`src/rtl/exec_sequencer.sv`:
```
// exec_sequencer: multi-cycle execute controller producing PC-advance and register-write strobes from decoder controls
//   clock/nreset             : system clock, async active-low reset (synchronised release)
//   instr_valid, regw, ramR,
//   ramW, muldiv, outputbool,
//   writesel                 : decoder controls, held stable until pc_en
//   md_done, adc_ack,
//   dac_busy                 : datapath handshakes
//   pc_en, regw_en           : retire / register write strobes
//   md_start, adc_req,
//   dac_strobe               : datapath requests
//   busy, adc_timeout,
//   stall_cnt                : status
module exec_sequencer #(
  parameter int ADC_TIMEOUT = 255,
  parameter int TO_W        = 8,
  parameter int STALL_W     = 16
) (
  input  logic               clock,
  input  logic               nreset,
  input  logic               instr_valid,
  input  logic               regw,
  input  logic               ramR,
  input  logic               ramW,
  input  logic               muldiv,
  input  logic               outputbool,
  input  logic [2:0]         writesel,
  input  logic               md_done,
  input  logic               adc_ack,
  input  logic               dac_busy,
  output logic               pc_en,
  output logic               regw_en,
  output logic               md_start,
  output logic               adc_req,
  output logic               dac_strobe,
  output logic               busy,
  output logic               adc_timeout,
  output logic [STALL_W-1:0] stall_cnt
);
  typedef enum logic [1:0] {EXEC, LOAD_WAIT, MD_WAIT, ADC_WAIT} state_t;
  state_t          state;
  logic [1:0]      rst_q;
  logic            rstn;
  logic [TO_W-1:0] to_cnt;
  logic            ex, adc_sel, c_md, c_ld, c_adc, c_dac, c_pl;
  logic            in_ld, in_md, in_adc, expire;
  logic            unused_ramw;
  assign unused_ramw = ramW;
  // Reset asserts immediately and releases two clocks after nreset rises.
  always_ff @(posedge clock or negedge nreset)
    if (!nreset) rst_q <= '0;
    else rst_q <= {rst_q[0], 1'b1};
  assign rstn = rst_q[1];
  // Outputs are gated by rstn so a reset mid-instruction kills every strobe at once.
  always_comb begin
    ex       = rstn && state == EXEC && instr_valid;
    adc_sel  = writesel == 3'b100;
    c_md     = ex && muldiv;
    c_ld     = ex && !muldiv && ramR;
    c_adc    = ex && !muldiv && !ramR && adc_sel;
    c_dac    = ex && !muldiv && !ramR && !adc_sel && outputbool;
    c_pl     = ex && !muldiv && !ramR && !adc_sel && !outputbool;
    in_ld    = rstn && state == LOAD_WAIT;
    in_md    = rstn && state == MD_WAIT;
    in_adc   = rstn && state == ADC_WAIT;
    expire   = to_cnt == TO_W'(ADC_TIMEOUT - 1);
    pc_en    = c_pl || (c_dac && !dac_busy) || in_ld || (in_md && md_done) || (in_adc && (adc_ack || expire));
    regw_en  = (c_pl && regw) || in_ld || (in_md && md_done) || (in_adc && adc_ack);
    md_start = c_md;
    adc_req  = in_adc;
    dac_strobe = c_dac && !dac_busy;
    busy     = state != EXEC;
  end
  always_ff @(posedge clock or negedge rstn)
    if (!rstn) begin
      state       <= EXEC;
      to_cnt      <= '0;
      adc_timeout <= 1'b0;
      stall_cnt   <= '0;
    end else begin
      state       <= c_md ? MD_WAIT : c_ld ? LOAD_WAIT : c_adc ? ADC_WAIT : pc_en ? EXEC : state;
      to_cnt      <= in_adc ? to_cnt + TO_W'(1) : '0;
      adc_timeout <= adc_timeout || (in_adc && expire && !adc_ack);
      if (instr_valid && !pc_en && stall_cnt != '1) stall_cnt <= stall_cnt + STALL_W'(1);
    end
endmodule

```
`config.mk`:
```
export PLATFORM = sky130hd
export DESIGN_NAME = exec_sequencer
export DESIGN_NICKNAME = d
export VERILOG_FILES = /design/src/rtl/exec_sequencer.sv
export SDC_FILE = /design/constraint.sdc
export NUM_CORES = 1
export LEC_CHECK = 0
export ABC_CLOCK_PERIOD_IN_PS = 2500
export BUFFER_PORTS_ARGS = -buffer_cell sky130_fd_sc_hd__buf_2
export CORE_MARGIN = 10
export CORE_UTILIZATION = 41
export DETAILED_ROUTE_END_ITERATION = 16
export GPL_ROUTABILITY_DRIVEN = 0
export GPL_TIMING_DRIVEN = 1
export PLACE_DENSITY = 0.65
export SETUP_SLACK_MARGIN = 0.02
export SLEW_MARGIN = 20
export SYNTH_ARGS = -nofsm -noshare
export SYNTH_HDL_FRONTEND = slang
export SYNTH_SLANG_ARGS = --single-unit
```
`constraint.sdc`:
```
create_clock -name clock -period 2.5 [get_ports clock]
set_input_delay 0.5 -clock clock [delete_from_list [all_inputs] [get_ports clock]]
set_output_delay 0.5 -clock clock [all_outputs]
set_load 0.1 [all_outputs]
```
==> results of run 1 <==
## area by class of cell
cell class                      instances  area [um^2]  share of cell area
Multi-Input combinational cell        106        797.0              0.4065
Clock buffer                            8        80.08             0.04084
Inverter                               10        41.29             0.02106
Tap cell                               48        60.06             0.03063
Timing Repair Buffer                   39        252.7              0.1289
Sequential cell                        29        729.5              0.3720
## Yosys cell counts (all sizes together) (2+ instances only)
master	count	area, um^2
xor2	4	35.03
and2	2	12.51
dfrtp	29	725.7
and4	2	17.52
ha	3	37.54
nor3	5	25.02
nand2	11	41.29
mux2i	2	20.02
and3	7	48.80
nand3	10	55.05
a21oi	2	10.01
nor3b	2	20.02
xnor2	16	140.1
inv	10	37.54
nor2	12	45.04
nor4	2	27.53
nand4	12	75.07
## registers in the layout (all words and copies together) (netlist names)
signal / count
to_cnt: 8
rst_q: 2
adc_timeout: 1
state: 2
stall_cnt: 16
## per-stage QoR
| step | total power, mW | instances |
|---|---|---|
| floorplan | 1.416 | 147 |
| global placement | 1.606 | 231 |
| detailed placement | 1.619 | 231 |
| CTS | 1.988 | 240 |
| global route | 2.077 | 240 |
| finish | 1.981 | 240 |
## repair_timing
| item | CTS | global route |
|---|---|---|
| endpoints found under the hold margin | 2 | 0 |
| gates resized for setup | 1 | 2 |
| buffers inserted | 0 | 0 |
| hold buffers | 1 | 0 |
| setup endpoints to repair | 2 | 3 |
## logic make-up (layout without fill, tap and decap cells)
group                      count (synthesis)  after routing  synth area share
and+or+nand+nor                           70             70            0.2789
DFF                                       29             29            0.4715
xor gates and xnor gates                  20             20            0.1138
buffers and inverters                     12             57           0.03171
AOI/OAI and AO/OA                          9              9           0.05447
adders and majority gates                  3              3           0.02439
muxes                                      3              3           0.02276
other                                      1              1          0.002437
## worst paths after layout
kind	to	slack [ns]	cells past startpoint
min in group clock	rst_q[1]	0.36	0
hold / removal	state[1]	0.18	0
max in group asynchronous	stall_cnt[11]	1.82	1
hold reg to reg	state[1]	0.18	0
setup / recovery	dac_strobe	0.17	4
setup reg to reg	stall_cnt[1]	0.40	6
## placed cells by master, fill, tap and decap left out, types with 4 or more instances in the layout
cell,n
xor2_1,4
and3_1,6
clkbuf_8,5
dfrtp_1,28
xnor2_1,16
nor2_1,11
nand2_1,11
nand4_1,12
inv_1,9
nand3_1,9
nor3_1,5
buf_2,32
## power by group
| group | leakage [nW] | internal [mW] | switching, mW | total (mW) |
|---|---|---|---|---|
| combinational | 0.491 | 0.235 | 0.742 | 0.977 |
| sequential | 0.381 | 0.541 | 0.103 | 0.644 |
| clock | 0.0395 | 0.197 | 0.163 | 0.360 |
| total | 0.911 | 0.973 | 1.01 | 1.98 |
## worst max-delay path, cell delays in order, from the launching register on
cell and delay, ns:
dfrtp_1 0.44, nand4bb_4 0.32, nor4_2 0.31, nor3b_4 0.28, buf_12 0.20
## metal layers
| metal | GRT usage | up-vias | wire [um] |
|---|---|---|---|
| li1 | - | 606 | - |
| met1 | 0.1357 | 595 | 1416 |
| met2 | 0.1943 | 20 | 1846 |
| met5 | 0 | - | 0 |
| met4 | 0.05709 | 0 | 28 |
| met3 | 0.02980 | 2 | 126 |
==> reports/qor.yml, run 1 <==
global_routing:
  grt_antenna_before_repair: 0
  grt_use_total: 0.1165
  grt_pass1_vias: 1279
  grt_max_degree: 19
  gr-total-overflow: 0
  grt_pass1_wl_um: 6051
logic_synthesis:
  synth_ff_type: "dfrtp_1"
  synth.avg_cell_area_um2: 10.47
  yosysUniqueCellTypes: 37
  async_flop_share: 1.000
  syn_nets: 164
  yosys_warnings: 0
  synth_area_um2: 1539
  seq_area_frac_synth: 0.4715
  synth_edf_count: 0
  ys_seq_elements: 29
  syn_inst: 147
critical_path:
  critPathLaunchType: "flop"
  cp-end-kind: "output pin"
  path_max_fanout: 5
  crit_arrival_ns: 1.83
  cp-startpoint: "state[0]"
  rr_startpoint: "rst_q[1]"
  cp_data_required_time_ns: 2.00
  critPathKind: "reg2out"
drt:
  drc: 0
  wl_um: 3418
  via_per_inst: 5.096
  avgRoutedWirePerCell_um: 14.24
  num_vias: 1223
  ant_nets: 0
  first_pass_iters: 4
  drt-initial-drc-count: 51
clocking:
  cts_tree: "built"
  clk-insertion-delay-late_ns: 0.27
  cts_buffers: 5
  clk_path_buf_depth: 2
  clkTransAtPathRegs_ns: 0.06
  clock-sinks: 29
  htreeDepth: 2
  root_buffer: "clkbuf_8"
placed_design:
  dpl_cell_area_um2: 1851
  hpwl_um: 2636
  pre_cts_slack_ns: 0.2555
  io_buffers: 35
floorplanning:
  die_area_um2: 6604
  start_util: 0.4236
  io_pins: 37
  rows: 22
  coreArea_um2: 3633
  chipWidth_um: 81.27
  die_h_um: 81.27
hold_path:
  hp-class: "reg2async"
run_status:
  status: "finished clean"
finish:
  antenna_cells: 0
  drive_gt1_frac: 0.3073
  nets: 208
  syn2layout_area_growth_pct: 27.40
  final_core_util: 0.5396
  fin_area_um2: 1961
  nFillCells: 337
timing:
  hold_viol_final: 0
  finalMaxSlewViolations: 0
  final.setup_skew_ns: 0.002484
  final.setup.worst_slack_ns: 0.1735
  setup_viol: 0
  holdWs_ns: 0.1796
  fin_crit_sh: 0.9306
  timing.setup.tns_ns: 0
  fin_crit_ns: 2.327
  max_freq_ghz: 0.4298
  rsz0062_at_grt: "false"
pwr:
  ir_drop_mv: 1.144
  leakagePower_nw: 0.9109
  p_per_area_nw_per_um2: 1010
job:
  cap_viol_max_count: 0
Power figures use the tool's default switching activity.
==> run 2, diff against run 1 <==
--- a/config.mk
+++ b/config.mk
@@ -7,6 +7,7 @@
 export LEC_CHECK = 0
 export ABC_CLOCK_PERIOD_IN_PS = 2500
 export BUFFER_PORTS_ARGS = -buffer_cell sky130_fd_sc_hd__buf_2
+export CORE_ASPECT_RATIO = 2
 export CORE_MARGIN = 10
 export CORE_UTILIZATION = 41
 export DETAILED_ROUTE_END_ITERATION = 16
==> run 2 against run 1 <==
Effect of this change:
- final cell count grew 0.83%
- sequential share of layout area shrank 0.59 points
- utilization increased by 1.1 points
- critical path type is now in2out
- clock skew increased by 0.0032 ns
- largest cell class unchanged
- maximum frequency grew 1.5%
- combinational power rose by 0.5%
- worst setup slack gained 0.035 ns
==> reports/qor.yml, run 2 (synthesis results as in run 1) <==
run_status:
  status: "finished clean"
pwr:
  leakagePower_nw: 0.9224  # +1.3%
  ir_drop_mv: 0.5950  # -48%
  p_per_area_nw_per_um2: 1009  # about the same
drt:
  avgRoutedWirePerCell_um: 15.24  # +7.0%
  wl_met2_um: 2171  # +18%
  num_vias: 1246  # +1.9%
  via_per_inst: 5.149  # +1.0%
  wl_met1_um: 1311  # -7.4%
  ant_nets: 0  # unchanged
  drt-initial-drc-count: 44  # -14%
  wl_met3_um: 147  # +17%
  drc: 0  # unchanged
  first_pass_iters: 4  # unchanged
  highest_layer: "met4"
  wl_um: 3689  # +7.9%
floorplanning:
  die_h_um: 106.6  # +31%
  io_pins: 37  # unchanged
  start_util: 0.4266  # +0.003085
  chipWidth_um: 63.32  # -22%
  coreArea_um2: 3607  # -0.72%
  die_area_um2: 6753  # +2.3%
  rows: 31  # +41%
finish:
  syn2layout_area_growth_pct: 29.02
  largest_registers: "stall_cnt (16), to_cnt (8)"
  drive_gt1_frac: 0.3161  # +0.008771
  top_register: "stall_cnt"
  final_core_util: 0.5505  # +0.01087
  fin_cells: 242  # +0.83%
  antenna_cells: 0  # unchanged
  fin_area_um2: 1986  # +1.3%
  layout_common_cells: "buf_2, dfrtp_1, xnor2_1, nand4_1"
  nets: 209  # +0.48%
  largest_reg_flops: 16  # unchanged
  final_common_cell: "buf_2"
  nFillCells: 333  # -1.2%
clocking:
  clkTransAtPathRegs_ns: 0.06  # about the same
  cts_buffers: 5  # unchanged
  cts_setup_buffers: 0  # unchanged
  clock-sinks: 29  # unchanged
  root_buffer: "clkbuf_8"
  clk_path_buf_depth: 2  # unchanged
  clk-insertion-delay-late_ns: 0.28  # about the same
  cts_tree: "built"
  htreeDepth: 2  # unchanged
timing:
  timing.setup.tns_ns: 0  # unchanged
  hold_viol_final: 0  # unchanged
  fin_crit_sh: 0.9165  # -0.01415
  setup_viol: 0  # unchanged
  fin_crit_ns: 2.291  # -0.03537 ns
  holdWs_ns: 0.3173  # +0.1377 ns
  final.setup_skew_ns: 0.005696  # +0.003212 ns
  rsz0062_at_grt: "false"
  finalMaxSlewViolations: 0  # unchanged
  max_freq_ghz: 0.4365  # +1.5%
global_routing:
  grt_antenna_before_repair: 0  # unchanged
  grt_max_degree: 18  # -1
  grt_pass1_wl_um: 6341  # +4.8%
  gr-total-overflow: 0  # unchanged
  grt_pass1_vias: 1396  # +9.1%
  grt_use_total: 0.1176  # +0.001173
critical_path:
  r2r_slack_ns: 0.48  # +0.08 ns
  reg2regPathDepth: 6  # unchanged
  cp-endpoint: "pc_en"
  reg2reg_to: "stall_cnt[1]"
  crit_arrival_ns: 1.79  # -0.04 ns
  critPathKind: "in2out"
  critPathLaunchType: "input pin"
  cp_data_required_time_ns: 2.00  # about the same
  cp-end-kind: "output pin"
  path_max_fanout: 4  # -1
  rr_startpoint: "state[0]"
  cp-startpoint: "writesel[1]"
placed_design:
  post-place-cells: 233  # +0.87%
  io_buffers: 35  # unchanged
  hpwl_um: 2912  # +10%
  dpl_cell_area_um2: 1859  # +0.47%
job:
  cap_viol_max_count: 0  # unchanged
hold_path:
  hp-class: "reg2async"
[run 2: cell types whose count changed in the layout (fill, tap and decap cells not counted)]
cell      delta
buf_4        +1
clkbuf_8     +1
dfrtp_2      +1
nor4_2       -1
nor4_4       +1
clkbuf_1     -1
dfrtp_4      -1
[run 2: how the worst min path moves through the flow]
stage              from      endpoint  slack, ns  cells past startpoint
2_1_floorplan    nreset      rst_q[0]       0.20                      0
3_3_place_gp   rst_q[1]     to_cnt[1]       0.27                      1
3_5_place_dp     nreset      rst_q[0]       0.29                      1
4_1_cts        rst_q[1]  stall_cnt[1]       0.30                      1
5_1_grt        rst_q[1]  stall_cnt[6]       0.34                      1
6_report       rst_q[1]  stall_cnt[1]       0.32                      1
[run 2: per-layer routing]
layer,track usage,up-vias
met4,0.06761,0
li1,-,604
met2,0.2189,22
met5,0,-
met3,0.04067,4
met1,0.1055,616
[run 2: cell type report]
cell class | instances | area, um^2 | share of cell area
clock buffer | 8 | 90.09 | 0.04537
sequential | 29 | 726.9 | 0.3661
multi-input combinational | 106 | 805.8 | 0.4058
inverter | 10 | 41.29 | 0.02079
timing repair buffer | 40 | 260.3 | 0.1311
tap | 49 | 61.31 | 0.03088
[run 2: per-stage QoR]
| step | worst slack (ns) | power (mW) |
|---|---|---|
| after floorplan | -0.2220 | 1.416 |
| after global placement | 0.2898 | 1.607 |
| after detailed placement | 0.2434 | 1.624 |
| after CTS | 0.07587 | 2.021 |
| after global routing | 0.1083 | 2.104 |
| final | 0.2089 | 2.004 |
[run 2: power by group]
part | switching [mW] | total, mW | internal, mW | leakage (nW)
Combinational | 0.745 | 0.982 | 0.237 | 0.496
Sequential | 0.0999 | 0.640 | 0.540 | 0.381
Clock | 0.159 | 0.382 | 0.224 | 0.0455
[run 2: worst max-delay path: stages]
cell,delay (ns)
buf_2,0.10
nor3b_2,0.43
nor4b_4,0.10
a211oi_4,0.31
clkinvlp_4,0.17
buf_12,0.18
[run 2: repair_timing]
| action | 4_1_cts | 5_1_grt |
|---|---|---|
| gates resized for setup | 1 | 2 |
| hold endpoints to repair | 2 | 0 |
| hold buffers | 1 | 0 |
| setup endpoints to repair | 1 | 1 |
==> run 3, diff against run 2 <==
==> constraint.sdc (replaced) <==
create_clock -name clock -period 2.5 [get_ports clock]
set_input_delay 0.125 -clock clock [delete_from_list [all_inputs] [get_ports clock]]
set_output_delay 0.125 -clock clock [all_outputs]
set_load 0.1 [all_outputs]
==> run 3 against run 2 <==
Effect of this change:
- via count increased by 0.16%
- hold slack lost 0.21 ns
- maximum frequency increased by 0.16%
- sequential cell count unchanged
- utilization fell by 1.2 points
- first-iteration DRC count fell by 34%
- critical path type is now reg2out
==> reports/qor.yml, run 3 (synthesis results as in run 1) <==
finish:
  layout_common_cells: "buf_2, dfrtp_1, xnor2_1, nand4_1"
  multiInputGateArea_um2: 778.2  # -3.4%
  largest_registers: "stall_cnt (16), to_cnt (8)"
  largest_reg_flops: 16  # unchanged
  top_register: "stall_cnt"
  drive_gt1_frac: 0.2947  # -0.02133
  nFillCells: 336  # +0.90%
  syn2layout_area_growth_pct: 26.26
  fin_cells: 239  # -1.2%
  seqCellArea_um2: 726.9  # unchanged
  final_common_cell: "buf_2"
  antenna_cells: 0  # unchanged
  nets: 206  # -1.4%
  fin_area_um2: 1943  # -2.1%
drt:
  via_per_inst: 5.222  # +1.4%
  wl_um: 3734  # +1.2%
  drt-initial-drc-count: 29  # -34%
  ant_nets: 0  # unchanged
  avgRoutedWirePerCell_um: 15.62  # +2.5%
  num_vias: 1248  # +0.16%
  first_pass_iters: 4  # unchanged
  drc: 0  # unchanged
clocking:
  post_cts_resize_count: 0  # -1
  cts_setup_buffers: 0  # unchanged
  htreeDepth: 2  # unchanged
  root_buffer: "clkbuf_8"
  cts_buffers: 5  # unchanged
  cts_tree: "built"
  clk-insertion-delay-late_ns: 0.28  # about the same
  clock-sinks: 29  # unchanged
  hold_buffers: 1  # unchanged
  clk_path_buf_depth: 2  # unchanged
  clkTransAtPathRegs_ns: 0.06  # about the same
timing:
  max_freq_ghz: 0.4372  # +0.16%
  timing.setup.tns_ns: 0  # unchanged
  fin_crit_ns: 2.287  # -0.003647 ns
  finalMaxSlewViolations: 0  # unchanged
  fin_crit_sh: 0.9150  # -0.001459
  holdWs_ns: 0.1070  # -0.2103 ns
  setup_viol: 0  # unchanged
  hold_viol_final: 0  # unchanged
  worst_pin_slew_ns: 0.7361
  rsz0062_at_grt: "false"
  slew_headroom: 0.5077
  final.setup_skew_ns: 0.007530  # +0.001834 ns
floorplanning:
  coreArea_um2: 3607  # unchanged
  io_pins: 37  # unchanged
  chipWidth_um: 63.32  # unchanged
  rows: 31  # unchanged
  die_area_um2: 6753  # unchanged
  start_util: 0.4266  # unchanged
  die_h_um: 106.6  # unchanged
critical_path:
  crit_buf_inv: 2  # -1
  critPathLaunchType: "flop"
  path_cells: "nand4bb_2 > nor4b_4 > a211oi_4 > inv_1 > buf_12"
  cp-end-kind: "output pin"
  crit_arrival_ns: 2.16  # +0.37 ns
  path_delay_family: "compound AO/OA/AOI/OAI gates"
  critPathKind: "reg2out"
  critPathMaxStageDelay_ns: 0.65  # +0.22 ns
  path_max_fanout: 18  # +14
  cp_data_required_time_ns: 2.38  # +0.38 ns
  crit_slowest_cell: "a211oi_4"
pwr:
  finalPower_mw: 2.084  # +4.0%
  p_per_area_nw_per_um2: 1072  # +6.2%
  switching_share: 0.4879  # -0.01260
  clkPwrFrac: 0.243  # +0.052
  leakagePower_nw: 0.9180  # -0.48%
  power_switching_mw: 1.017  # +1.4%
  ir_drop_mv: 0.8193  # +38%
  p_comb_frac: 0.449  # -0.041
  internal-power_mw: 1.067  # +6.6%
  p_seq_frac: 0.309  # -0.010
run_status:
  status: "finished clean"
global_routing:
  gr-total-overflow: 0  # unchanged
  grt_max_degree: 23  # +5
  grt_use_total: 0.1118  # -0.005875
  grt_antenna_before_repair: 0  # unchanged
  grt_pass1_vias: 1354  # -3.0%
  grt_pass1_wl_um: 6092  # -3.9%
placed_design:
  post-place-cells: 230  # -1.3%
  dpl_cell_area_um2: 1817  # -2.3%
  hpwl_um: 2898  # -0.48%
  io_buffers: 35  # unchanged
hold_path:
  hp-class: "in2reg"
job:
  cap_viol_max_count: 0  # unchanged
[run 3: cell count changes in the layout (fill, tap and decap cells not counted), sizes merged]
cell,change
inv,+1
buf,-3
clkinvlp,-1
bufinv,+1
clkbuf,-1
[run 3: area by class of cell]
class,instances,share of cell area
multi-input combinational,106,0.4005
sequential,29,0.3741
timing repair buffer,37,0.1146
clock buffer,7,0.04443
inverter,10,0.01932
tap,49,0.03155
clock inverter,1,0.01545
[run 3: metrics by stage]
stage,utilization,setup slack (ns)
after floorplan,-,0.03372
after global placement,0.5036,0.3366
after detailed placement,0.5036,0.3160
after CTS,0.5387,0.1996
after global routing,0.5387,0.07290
final,0.5387,0.2125
[run 3: path summary, 6_finish.rpt]
| check | startpoint | to | slack, ns | cells past startpoint |
|---|---|---|---|---|
| min in group asynchronous | rst_q[1] | state[1] | 0.14 | 0 |
| worst min-delay path | muldiv | state[0] | 0.11 | 2 |
| worst max register to register | rst_q[1] | stall_cnt[1] | 0.29 | 5 |
| worst max-delay path | rst_q[1] | pc_en | 0.21 | 5 |
| max in group asynchronous | rst_q[1] | to_cnt[7] | 1.79 | 1 |
| worst min register to register | rst_q[1] | state[1] | 0.14 | 0 |
[run 3: power groups by stage]
| stage | Combinational, mW | Clock [mW] | Sequential [mW] |
|---|---|---|---|
| floorplan | 0.403 | 0 | 1.01 |
| global placement | 0.933 | 0 | 0.642 |
| detailed placement | 0.943 | 0 | 0.647 |
| global route | 0.971 | 0.537 | 0.658 |
| finish | 0.935 | 0.505 | 0.643 |
| CTS | 0.944 | 0.516 | 0.643 |
[run 3: routing by layer]
| layer | vias up | wire length [um] | global-route usage |
|---|---|---|---|
| met2 | 42 | 2044 | 0.2030 |
| met1 | 598 | 1372 | 0.1032 |
| met4 | 0 | 100 | 0.06447 |
| met3 | 8 | 216 | 0.04067 |
| li1 | 600 | - | - |
| met5 | - | 0 | 0 |
